$ cat src/rtl/gpp_pkg.sv
// Shared types and constants for the GPP multi-cycle control unit.
// Also holds the supported-opcode check used by the FSM.
package gpp_pkg;

  typedef enum logic [2:0] {
    S_WAIT    = 3'd0,
    S_FETCH   = 3'd1,
    S_DECODE  = 3'd2,
    S_EXECUTE = 3'd3,
    S_MEM     = 3'd4,
    S_STORE   = 3'd5
  } state_e;

  localparam logic [5:0] OP_RTYPE = 6'h00;
  localparam logic [5:0] OP_LW    = 6'h23;
  localparam logic [5:0] OP_SW    = 6'h2B;
  localparam logic [5:0] OP_BEQ   = 6'h04;
  localparam logic [5:0] OP_J     = 6'h02;
  localparam logic [5:0] OP_ADDI  = 6'h08;
  localparam logic [5:0] OP_HALT  = 6'h3F;

  localparam logic [1:0] ALUOP_ADD   = 2'b00;
  localparam logic [1:0] ALUOP_SUB   = 2'b01;
  localparam logic [1:0] ALUOP_FUNCT = 2'b10;

  localparam logic [1:0] SRCB_REG    = 2'b00;
  localparam logic [1:0] SRCB_FOUR   = 2'b01;
  localparam logic [1:0] SRCB_IMM    = 2'b10;
  localparam logic [1:0] SRCB_IMM_SH = 2'b11;

  localparam logic [1:0] PCSRC_ALU    = 2'b00;
  localparam logic [1:0] PCSRC_ALUOUT = 2'b01;
  localparam logic [1:0] PCSRC_JUMP   = 2'b10;

  typedef struct packed {
    logic       pc_write;
    logic       pc_write_cond;
    logic       i_or_d;
    logic       mem_read;
    logic       mem_write;
    logic       ir_write;
    logic       reg_dst;
    logic       mem_to_reg;
    logic       reg_write;
    logic       alu_src_a;
    logic [1:0] alu_src_b;
    logic [1:0] alu_op;
    logic [1:0] pc_source;
  } ctrl_t;

  function automatic logic op_supported(input logic [5:0] op);
    return op inside {OP_RTYPE, OP_LW, OP_SW, OP_BEQ, OP_J, OP_ADDI};
  endfunction

endpackage

$ cat src/rtl/gpp_ctrl_decode.sv
// Combinational Moore decode of (state, opcode) into datapath control signals.
// mem_ready gates IRWrite/PCWrite in FETCH; tied high when memory is single-cycle.
module gpp_ctrl_decode
  import gpp_pkg::*;
(
  input  state_e     state,
  input  logic [5:0] opcode,
  input  logic       mem_ready,
  output ctrl_t      ctrl
);

  always_comb begin
    ctrl = '0;
    case (state)
      S_FETCH: begin
        ctrl.mem_read  = 1'b1;
        ctrl.ir_write  = mem_ready;
        ctrl.pc_write  = mem_ready;
        ctrl.alu_src_b = SRCB_FOUR;
        ctrl.alu_op    = ALUOP_ADD;
        ctrl.pc_source = PCSRC_ALU;
      end
      S_DECODE: begin
        ctrl.alu_src_b = SRCB_IMM_SH;
        ctrl.alu_op    = ALUOP_ADD;
      end
      S_EXECUTE: begin
        case (opcode)
          OP_RTYPE: begin
            ctrl.alu_src_a = 1'b1;
            ctrl.alu_src_b = SRCB_REG;
            ctrl.alu_op    = ALUOP_FUNCT;
          end
          OP_LW, OP_SW, OP_ADDI: begin
            ctrl.alu_src_a = 1'b1;
            ctrl.alu_src_b = SRCB_IMM;
          end
          OP_BEQ: begin
            ctrl.alu_src_a     = 1'b1;
            ctrl.alu_op        = ALUOP_SUB;
            ctrl.pc_write_cond = 1'b1;
            ctrl.pc_source     = PCSRC_ALUOUT;
          end
          OP_J: begin
            ctrl.pc_write  = 1'b1;
            ctrl.pc_source = PCSRC_JUMP;
          end
          default: ;
        endcase
      end
      S_MEM: begin
        ctrl.i_or_d    = 1'b1;
        ctrl.mem_read  = (opcode == OP_LW);
        ctrl.mem_write = (opcode == OP_SW);
      end
      S_STORE: begin
        ctrl.reg_write  = 1'b1;
        ctrl.reg_dst    = (opcode == OP_RTYPE);
        ctrl.mem_to_reg = (opcode == OP_LW);
      end
      default: ;
    endcase
  end

endmodule

$ cat src/rtl/gpp_control_fsm.sv
// Multi-cycle MIPS control FSM: state register, next-state, IllegalOp and InstrCount.
// Define GPP_MEM_HANDSHAKE_EN to stall FETCH/MEM until MemReady.
//
//  state     | meaning
//  S_WAIT    | idle until Start
//  S_FETCH   | read instruction, PC += 4
//  S_DECODE  | branch target into ALUOut, dispatch on opcode
//  S_EXECUTE | ALU op / branch / jump
//  S_MEM     | data memory access (lw/sw)
//  S_STORE   | register file write-back
module gpp_control_fsm
  import gpp_pkg::*;
#(
  parameter int         CNT_W   = 32,
  parameter logic [5:0] HALT_OP = OP_HALT
) (
  input  logic             Clk,
  input  logic             Rst,
  input  logic             Start,
  input  logic [5:0]       Opcode,
  input  logic             Zero,
  input  logic             MemReady,
  output logic             PCWrite,
  output logic             PCWriteCond,
  output logic             IorD,
  output logic             MemRead,
  output logic             MemWrite,
  output logic             IRWrite,
  output logic             RegDst,
  output logic             MemtoReg,
  output logic             RegWrite,
  output logic             ALUSrcA,
  output logic [1:0]       ALUSrcB,
  output logic [1:0]       ALUOp,
  output logic [1:0]       PCSource,
  output logic [2:0]       State,
  output logic             IllegalOp,
  output logic [CNT_W-1:0] InstrCount
);

  state_e             state_q, state_d;
  logic [CNT_W-1:0]   instr_count_q, instr_count_d;
  logic               mem_go;
  logic               retire;
  ctrl_t              ctrl;

  // Zero only matters to the datapath, which gates PCWriteCond with it.
  logic unused_zero;
  assign unused_zero = Zero;

`ifdef GPP_MEM_HANDSHAKE_EN
  assign mem_go = MemReady;
`else
  logic unused_mem_ready;
  assign unused_mem_ready = MemReady;
  assign mem_go = 1'b1;
`endif

  gpp_ctrl_decode u_decode (
    .state     (state_q),
    .opcode    (Opcode),
    .mem_ready (mem_go),
    .ctrl      (ctrl)
  );

  always_comb begin
    state_d = state_q;
    case (state_q)
      S_WAIT:    if (Start) state_d = S_FETCH;
      S_FETCH:   if (mem_go) state_d = S_DECODE;
      S_DECODE: begin
        if (Opcode == HALT_OP)         state_d = S_WAIT;
        else if (!op_supported(Opcode)) state_d = S_FETCH;
        else                            state_d = S_EXECUTE;
      end
      S_EXECUTE: begin
        case (Opcode)
          OP_RTYPE, OP_ADDI: state_d = S_STORE;
          OP_LW, OP_SW:      state_d = S_MEM;
          default:           state_d = S_FETCH;
        endcase
      end
      S_MEM:     if (mem_go) state_d = (Opcode == OP_LW) ? S_STORE : S_FETCH;
      S_STORE:   state_d = S_FETCH;
      default:   state_d = S_WAIT;
    endcase
  end

  assign retire        = (state_d == S_FETCH) &&
                         (state_q inside {S_EXECUTE, S_MEM, S_STORE});
  assign instr_count_d = instr_count_q + CNT_W'(retire);

  always_ff @(posedge Clk or negedge Rst) begin
    if (!Rst) begin
      state_q       <= S_WAIT;
      instr_count_q <= '0;
    end else begin
      state_q       <= state_d;
      instr_count_q <= instr_count_d;
    end
  end

  assign IllegalOp   = (state_q == S_DECODE) && (Opcode != HALT_OP) && !op_supported(Opcode);
  assign State       = state_q;
  assign InstrCount  = instr_count_q;
  assign PCWrite     = ctrl.pc_write;
  assign PCWriteCond = ctrl.pc_write_cond;
  assign IorD        = ctrl.i_or_d;
  assign MemRead     = ctrl.mem_read;
  assign MemWrite    = ctrl.mem_write;
  assign IRWrite     = ctrl.ir_write;
  assign RegDst      = ctrl.reg_dst;
  assign MemtoReg    = ctrl.mem_to_reg;
  assign RegWrite    = ctrl.reg_write;
  assign ALUSrcA     = ctrl.alu_src_a;
  assign ALUSrcB     = ctrl.alu_src_b;
  assign ALUOp       = ctrl.alu_op;
  assign PCSource    = ctrl.pc_source;

endmodule

$ cat config.mk
export PLATFORM = sky130hd
export DESIGN_NAME = gpp_control_fsm
export DESIGN_NICKNAME = d
export VERILOG_FILES = /design/src/rtl/gpp_pkg.sv /design/src/rtl/gpp_ctrl_decode.sv /design/src/rtl/gpp_control_fsm.sv
export SDC_FILE = /design/constraint.sdc
export NUM_CORES = 1
export LEC_CHECK = 0
export CAP_MARGIN = 20
export CELL_PAD_IN_SITES_DETAIL_PLACEMENT = 0
export CELL_PAD_IN_SITES_GLOBAL_PLACEMENT = 1
export CORE_MARGIN = 10
export CORE_UTILIZATION = 31
export CTS_CLUSTER_DIAMETER = 100
export CTS_CLUSTER_SIZE = 20
export DETAILED_ROUTE_END_ITERATION = 10
export GPL_TIMING_DRIVEN = 0
export PLACE_DENSITY = 0.82
export RECOVER_POWER = 100
export SYNTH_ARGS = -nofsm -noshare
export SYNTH_HDL_FRONTEND = slang
export SYNTH_SLANG_ARGS = --single-unit
export TNS_END_PERCENT = 5
$ cat constraint.sdc
create_clock -name Clk -period 2.45 [get_ports Clk]
set_input_delay 0.49 -clock Clk [delete_from_list [all_inputs] [get_ports Clk]]
set_output_delay 0.49 -clock Clk [all_outputs]
set_load 0.01 [all_outputs]
==> parameters.txt <==
Parameter                              Value

Finish
  Number of filler instances in the final layout    538
  Flip-flop and latch area    879.6 um^2
  Share of cells above drive strength 1    12.60%
  Total non-filler cell area in the finished layout    2663 um^2
  Post-route core utilization    47.19%
  Post-synthesis to final-layout area growth    45.06%
  Number of non-filler instances in the completed layout    318
  Ant. Diodes    0
  Final Net Count    258
  Combined area of the multi-input logic cells    972.2 um^2

GRT
  Total global-route track usage    10.10%
  Overall overflow remaining after global route    0
  Vias in the first global route    1600
  Initial antenna violation count    0
  Global-route wire length before repair    8.093 mm
  Maximum number of pins on one net before global-route repair    36

Yosys
  Warning count from the yosys run    0
  Syn_nets    191
  Async set-or-reset flop fraction in the synthesized netlist    100.0%
  Post-Synthesis Cells    178
  Synthesized area    1836 um^2
  Flop and latch count out of synthesis    35
  Synth Flop Type    sky130_fd_sc_hd__dfrtp_1
  Number of distinct library cell variants in the gate-level netlist after synthesis    33
  Syn avg cell area    10.31 um^2
  Number of synthesized flops with an enable pin    0
  Sequential element share of the synthesized area    47.72%

STA
  Tmin final    2.512 ns
  Number of pins exceeding their max-slew limit in the final report    36
  Worst slew margin relative to its limit    -21.95%
  Max frequency    398.2 MHz
  Endpoints failing hold    0
  Total of endpoints with negative setup slack in the final report    2
  Setup Skew    0.006071 ns
  Setup tns final    -0.06301 ns
  Period Utilization, post-route    102.5%
  Unrepaired setup endpoints after global routing    yes
  Slew @ Worst Pin    1.829 ns
  Final WS setup    -0.06151 ns

Floorplan
  Initial cell density of the core    32.53%
  Overall die area    9399 um^2
  Boundary pin count    63
  DIE WIDTH    96.95 um
  Die outline height    96.95 um
  Area of the core region    5642 um^2
  Number of placement rows    27

Pwr
  Total power consumption of the routed design    0.001609 W
  Total power density per cell area    604.3 nW/um^2
  Static leakage    1.163 nW
  Max VDD drop    207.4 uV

Detailed routing
  Antenna viol nets, final    0
  First-pass DRT Iterations    4
  DR vias    1533
  Routed via count divided by cell count    4.821
  Total Wirelength    4.698 mm
  # DRC    0
  Initial drt markers    36
  Routed wire length per instance    14.77 um

Clocking
  Hold-fix buffer count after cts    0
  Deepest clock path buffer count    2
  TritonCTS clock tree    built
  CTS root buf    sky130_fd_sc_hd__clkbuf_8
  Later-pin clock latency in the skew report    0.28 ns
  Number of clock sinks seen by CTS    35
  Number of levels the H-tree was split into    2
  Clock transition at path regs    0.07 ns
  Number of clock buffers inserted by TritonCTS    5

Critical path
  Startpoint of the worst setup timing path    State[0]
  Critical path start-end classification    flip-flop to primary output
  Worst path top cell family by delay    simple AND/OR/NAND/NOR gates
  Endpoint of the worst-slack reg-to-reg timing path    InstrCount[31]
  Critical path, cell by cell    nor3b_1 -> and4_1 -> clkdlybuf4s50_1
  Type of origin of the critical path    flip-flop
  Required @ worst endpoint    1.96 ns
  Largest stage delay on the critical path    0.54 ns
  Buf+Inv Stages, Crit Path    1
  Critical Path Fanout Max    8
  Logic depth of the worst register-to-register path    10
  Worst path arrival time    2.02 ns
  Endpoint kind of the worst setup timing path    primary output
  Launch instance of the worst register-to-register path    State[0]
  Cell type of the slowest stage on the worst timing path    sky130_fd_sc_hd__clkdlybuf4s50_1
  Setup slack of the most critical reg-to-reg path    0 ns

Worst hold path
  Worst hold endpoint    InstrCount[31]
  Instance count along the most critical hold path    1
  Source of the worst hold timing path    InstrCount[31]
  Hold crit path type    flip-flop to flip-flop

Placement
  Number of cells in the design after placement    307
  Post-Place Cell Area    2522 um^2
  Total half-perimeter wirelength after legalization and detailed placement    3.630 mm
  IO Port Bufs    57
  Final Wtd Congestion    0.8340

Status
  Violations in the final reports    max-capacitance violations, max-slew violations, negative setup slack
  Result of the run    complete, but fails checks

Run
  Max-cap violations    1
-- worst max-delay path by stage --
stage          cells after the start  slack [ns]             end
3_5_place_dp                      11       -0.71  InstrCount[16]
3_3_place_gp                      11       -0.73  InstrCount[16]
4_1_cts                            9       -0.20  InstrCount[21]
6_report                           3       -0.06        MemWrite
2_1_floorplan                     11       0.004  InstrCount[16]
5_1_grt                           10       -0.18  InstrCount[31]
-- cell usage after synthesis (all sizes together), types with 4 or more instances --
cell	instances	area share [%]
a21oi	6	1.6
and3	7	2.4
and4	5	2.4
clkbuf	4	0.82
dfrtp	35	48
nand2	14	2.9
nand2b	6	2.0
nand3	22	6.3
nand4	7	3.2
nor2	13	2.7
nor4	4	3.8
xnor2	25	12
xor2	5	2.4
-- cells by family (layout without fill, tap and decap cells) --
group	after synthesis	after routing	synth area share [%]
fa+ha+maj	3	3	1.908
simple gates	91	91	30.47
flops	35	35	47.72
xor+xnor	30	30	14.31
compound gates	12	12	4.159
buf+inv	7	75	1.431
-- placed cells by master, fill, tap and decap left out, drive strengths merged, types with 2 or more instances in the layout --
cell type and n:
nor2 13, nand2 14, and2 2, nor4b 3, nand3 22, a21oi 6, xnor2 25, dlygate4sd2 6
and3 7, dlymetal6s2s 2, nor4 4, and4 5, clkbuf 12, nand2b 6, dfrtp 35, buf 3
ha 2, clkdlybuf4s50 47, nand4 7, nor3 3, inv 3, xor2 5
-- where the power goes --
group	leakage [nW]	switching, W	internal (W)
clock network	0.0422	0.000192	0.000199
registers	0.474	0.0000940	0.000634
logic	0.647	0.000220	0.000269
total	1.16	0.000506	0.00110
-- sequential cells by signal, summed over array words and instances, names as in the netlist --
signal	count
InstrCount	32
State	3
-- metal layers --
layer | track usage (%) | routed length [um]
met3 | 4.968 | 404
met5 | 0 | 0
met4 | 3.044 | 44
met1 | 11.62 | 2057
met2 | 16.05 | 2191
-- what timing repair did --
item / CTS / global route
gates cloned: 0 / 0
resized for setup: 12 / 9
setup buffers: 2 / 1
endpoints found under the setup margin: 35 / 29
pin swaps: 2 / 3
-- metrics by stage --
step / setup slack, ns / hold WS (ns)
2_1_floorplan: 0.004106 / 0.1944
6_report: -0.06151 / 0.4855
3_5_place_dp: -0.7080 / 0.4858
3_3_place_gp: -0.7290 / 0.4624
4_1_cts: -0.2042 / 0.3013
5_1_grt: -0.1820 / 0.5191
-- worst register-to-register path, stage by stage, from the launching register on --
cell and delay (ns):
sky130_fd_sc_hd__dfrtp_2 0.45, sky130_fd_sc_hd__and3b_1 0.26, sky130_fd_sc_hd__a22oi_1 0.19, sky130_fd_sc_hd__o32ai_1 0.12
sky130_fd_sc_hd__a21oi_1 0.15, sky130_fd_sc_hd__ha_2 0.26, sky130_fd_sc_hd__nand3_2 0.12, sky130_fd_sc_hd__nor4_4 0.34
sky130_fd_sc_hd__buf_12 0.17, sky130_fd_sc_hd__nand4_1 0.11, sky130_fd_sc_hd__xnor2_1 0.16
-- cell type report --
type	instances	share of cell area (%)
buffer	4	0.9868
clock inverter	1	0.1880
inverter	3	0.4229
multi-input combinational	136	36.51
sequential	35	33.04
clock buffer	7	2.867
tap	72	3.383
timing repair buffer	60	22.60
Power figures use the tool's default switching activity.
==> RTL change 1, RTL diff (same settings) <==
The option `GPP_MEM_HANDSHAKE_EN` is turned on by a define.
--- a/src/rtl/gpp_control_fsm.sv
+++ b/src/rtl/gpp_control_fsm.sv
@@ -8,6 +8,8 @@
 //  S_EXECUTE | ALU op / branch / jump
 //  S_MEM     | data memory access (lw/sw)
 //  S_STORE   | register file write-back
+`define GPP_MEM_HANDSHAKE_EN
+
 module gpp_control_fsm
   import gpp_pkg::*;
 #(
Function: changed (a bounded check fails within 4 cycles, from zero or initial values and one cycle with Rst low).
==> RTL change 1 against the unedited design <==
  * The run ends with capacitance limit, slew limit left
  * Worst setup slack improved by 0.10 ns
  * Synthesized cell count rose by 6.2%
  * Sequential cell count did not move
  * Routed wire length rose by 14%
  * Power rose by 6.7%
  * Cell area rose by 7.3%
  * Sequential share of layout area fell by 2.3 points
  * Synthesized area rose by 3.3%
  * Final cell count rose by 7.9%
  * Critical endpoint is now InstrCount[28]
==> RTL change 1: results (changes against the unedited design) <==
Max Cap Viol=1 (unchanged); share of layout cells above drive strength 1=0.1754 (+0.04936); DP Wirelength=3792 µm (+4.5%); met3 usage=0.04722 (-0.002464); Buffers, non-clock=79 (+23%); CP peak stage delay=0.40 ns (-0.14 ns); Slowest-stage cell, CP=dfrtp_1; Post-Route Skew=0.003047 ns (-0.003024 ns); met1 wire length=2316 µm (+13%); nets=281 (+8.9%); status=finished, violations left; gr usage total=0.1046 (+0.003654); Signal buf overhead=0.2536 (+0.01771); grt met1 use=0.1243 (+0.008051); GPL Wtd Cong=0.8218 (-1.5%); Register Area=878.3 µm² (-0.14%); wire per inst=15.57 µm (+5.4%); met2 usage=0.1650 (+0.004443); critical path class=reg -> reg; internal power=0.001174 W (+6.5%); Fillers=559 (+3.9%); Comb group=0.000578 W (+18%); Max Slew Vio Count=36 (unchanged); invs w/o clock=4 (+1); first-pass GRT wire length=8431 µm (+4.2%); worst-path maximum fanout=5 (-3); Power Density=601.0 nW/µm² (-0.55%); Final clock-cell share=0.03066 (+0.0001163); Critical Path AT=2.62 ns (+0.60 ns); post-CTS setup repair buffer count=3 (+1); actual slew at the worst max-slew pin=1.896 ns (+0.06662 ns); largest cells by area after synthesis=dfrtp_1 (46%), xnor2_1 (12%), nand4_1 (5.3%), nand2_1 (3.4%), nor4_4 (3.4%); tap cells=75 (+4.2%); failing checks=capacitance limit, slew limit; Synth cell types=38 (+15%); hold_ws=0.4761 ns (-0.009398 ns); Vias=1706 (+11%); Leakage=1.273 nW (+9.5%); placed cell area=2576 µm² (+2.1%)
## RTL change 1: changes by cell type in the layout (fill, tap and decap cells not counted), moves of 4 or more
cell             before  now
buf_4                 1   13
nand3_1              20    9
nand4_1               6   16
clkdlybuf4s50_1      47   42
nand2b_1              6    2
nor2_1               11   15
## RTL change 1: critical path, delay by kind of cell (launching register included)
family	cells	cell delay, ns
AOI/OAI and AO/OA	3	0.60
and+or+nand+nor	4	0.51
DFF	1	0.40
adders and majority gates	2	0.36
buffers and inverters	2	0.33
xor gates and xnor gates	1	0.12
## RTL change 1: kinds of logic (layout without fill, tap and decap cells)
logic type | count (synthesis) | after routing | share of synthesized area
adders and majority gates | 3 | 3 | 0.01847
buffers and inverters | 11 | 90 | 0.02375
xor gates and xnor gates | 31 | 31 | 0.1431
AOI/OAI and AO/OA | 17 | 17 | 0.05871
DFF | 35 | 35 | 0.4617
and+or+nand+nor | 92 | 92 | 0.2942
==> RTL change 2, RTL diff (config.mk and constraints unchanged) <==
Without the edit above. Reset style: synchronous (`Rst`), changed in one clocked block.
--- a/src/rtl/gpp_control_fsm.sv
+++ b/src/rtl/gpp_control_fsm.sv
@@ -90,7 +90,7 @@
                          (state_q inside {S_EXECUTE, S_MEM, S_STORE});
   assign instr_count_d = instr_count_q + CNT_W'(retire);
 
-  always_ff @(posedge Clk or negedge Rst) begin
+  always_ff @(posedge Clk) begin
     if (!Rst) begin
       state_q       <= S_WAIT;
       instr_count_q <= '0;
Check against the original RTL: differs if Rst is asserted again (counterexample within 4 cycles, from zero or initial values and one cycle with Rst low); with Rst held inactive, the same outputs for 10 cycles.
==> RTL change 2 against the unedited design <==
  * The run ends with setup timing left
  * Highest routed layer unchanged
  * Sequential cell count stayed put
  * Critical path type is now in -> out
  * Sequential share of layout area shrank 9.0 points
  * Cell area up 11%
  * Via count grew 32%
  * Core utilization is 2.6 points higher
  * Register-to-register slack got worse by 0.08 ns
  * Synthesized area increased by 4.0%
  * Routed wire length increased by 25%
  * Worst setup slack got worse by 0.047 ns
  * Final cell count up 22%
Power is not compared: it rests on default switching activity, and its combinational part moved more than twofold at a synthesized area within 25%.
==> RTL change 2: results (changes against the unedited design) <==
worst-path maximum fanout=5 (-3); drt initial violations=69 (+92%); adder-cell share of the synthesized area=0.01836 (-0.0007259); H-Tree Depth=2 (unchanged); DP Wirelength=4184 µm (+15%); async set or reset register ratio after synthesis=0 (-1.000); non-filler instance count after layout=387 (+22%); GPL Wtd Cong=0.8189 (-1.8%); worst rel slew slack=0.6026 (+0.8222); Clock power frac=0.475; placed cell area=2648 µm² (+5.0%); Fillers=578 (+7.4%); post-synthesis xor/xnor area fraction=0.06885 (-0.07430); failing checks=setup timing; Comb group=0.000116 W; Root Driver=clkbuf_8; vias per cell=5.233 (+8.5%); Leakage=1.054 nW; Post-Route Skew=0.005578 ns (-0.0004927 ns); total routed wirelength=5883 µm (+25%); Post-Synthesis Cells=236 (+33%); largest cells by area after synthesis=dfxtp_1 (37%), nor2_1 (5.1%), nand2_1 (3.9%), nand3_1 (3.9%), a21oi_1 (3.7%); Critical Path AT=2.07 ns (+0.05 ns); share of layout cells above drive strength 1=0.2147 (+0.08873); first-pass GRT wire length=9936 µm (+23%); worst slack at placement=-1.012 ns (-0.3044 ns); worst hold path type=reg -> reg; Slowest-stage cell, CP=clkdlybuf4s50_1; final hold vios=0 (unchanged); Post-synth top cells=dfxtp_1 (35), nor2_1 (26), nand2_1 (20); largest net degree at the start of global routing=12 (-67%); Syn Nets=249 (+30%); Port Buffer Count=58 (+1.8%); Reg2Reg Setup Slack=-0.08 ns (-0.08 ns); nets=324 (+26%); status=finished, violations left; gr usage total=0.1209 (+0.01989); Skew-Pair Late Insertion Delay=0.29 ns; Synth cell types=41 (+24%); initial antenna violation count=0 (unchanged); setup ws final=-0.1087 ns (-0.04724 ns); vias in the first global route=2049 (+28%); Seq/Total Area, Yosys=0.3672 (-0.1100); Register Area=711.9 µm² (-19%); Final setup viols=10 (+8); Setup TNS=-0.4957 ns (-0.4327 ns); Placed Cells=369 (+20%); compound-gate portion of the synthesized area=0.1207 (+0.07907); post-synthesis mux area share=0.02623 (+0.02623); hold_ws=0.4696 ns (-0.01588 ns)
RTL change 2: changes by cell type after synthesis, moves of 5 or more:
| cell | delta |
|---|---|
| nand3_1 | -6 |
| dfrtp_1 | -35 |
| nand2_1 | +6 |
| mux2i_1 | +5 |
| xnor2_1 | -17 |
| nor2_1 | +13 |
| dfxtp_1 | +35 |
| o31ai_1 | +6 |
| nor4_1 | +9 |
| and3_1 | -5 |
| a21oi_1 | +8 |
| or4_1 | +7 |
RTL change 2: routing by layer:
metal | vias up | part of all wire | GRT usage
met5 | - | 0 | 0
met1 | 951 | 0.41 | 0.1273
li1 | 1009 | - | -
met4 | 0 | 0.0093 | 0.03859
met3 | 5 | 0.10 | 0.06564
met2 | 60 | 0.48 | 0.2022
RTL change 2: final timing paths:
kind                  startpoint              to  depth (start not counted)
setup reg to reg        State[2]  InstrCount[24]                         11
hold reg to reg   InstrCount[31]  InstrCount[31]                          2
hold / removal    InstrCount[31]  InstrCount[31]                          2
setup / recovery       Opcode[0]     PCSource[0]                          6
RTL change 2: layout make-up:
class	instances	share of cell area
tap	75	0.03165
sequential	35	0.2401
multi-input combinational	181	0.4262
clock inverter	2	0.02025
buffer	10	0.02489
timing repair buffer	71	0.2236
clock buffer	6	0.02447
inverter	7	0.008861
RTL change 2: critical path, delay by kind of cell:
family | cells | cell delay [ns]
buf+inv | 3 | 0.90
simple gates | 3 | 0.69
RTL change 2: cell families after synthesis:
group	after synthesis
XOR/XNOR	15
flip-flops	35
AND/OR/NAND/NOR	122
multiplexers	5
buffers and inverters	20
AO/OA/AOI/OAI	36
adder cells (fa/ha/maj)	3
RTL change 2: repair_timing:
item	CTS	global route
setup endpoints to repair	41	27
gates resized for setup	45	15
buffers inserted	13	0
gates cloned	0	0
hold endpoints to repair	0	0
hold buffers	0	0
pin swaps	13	4
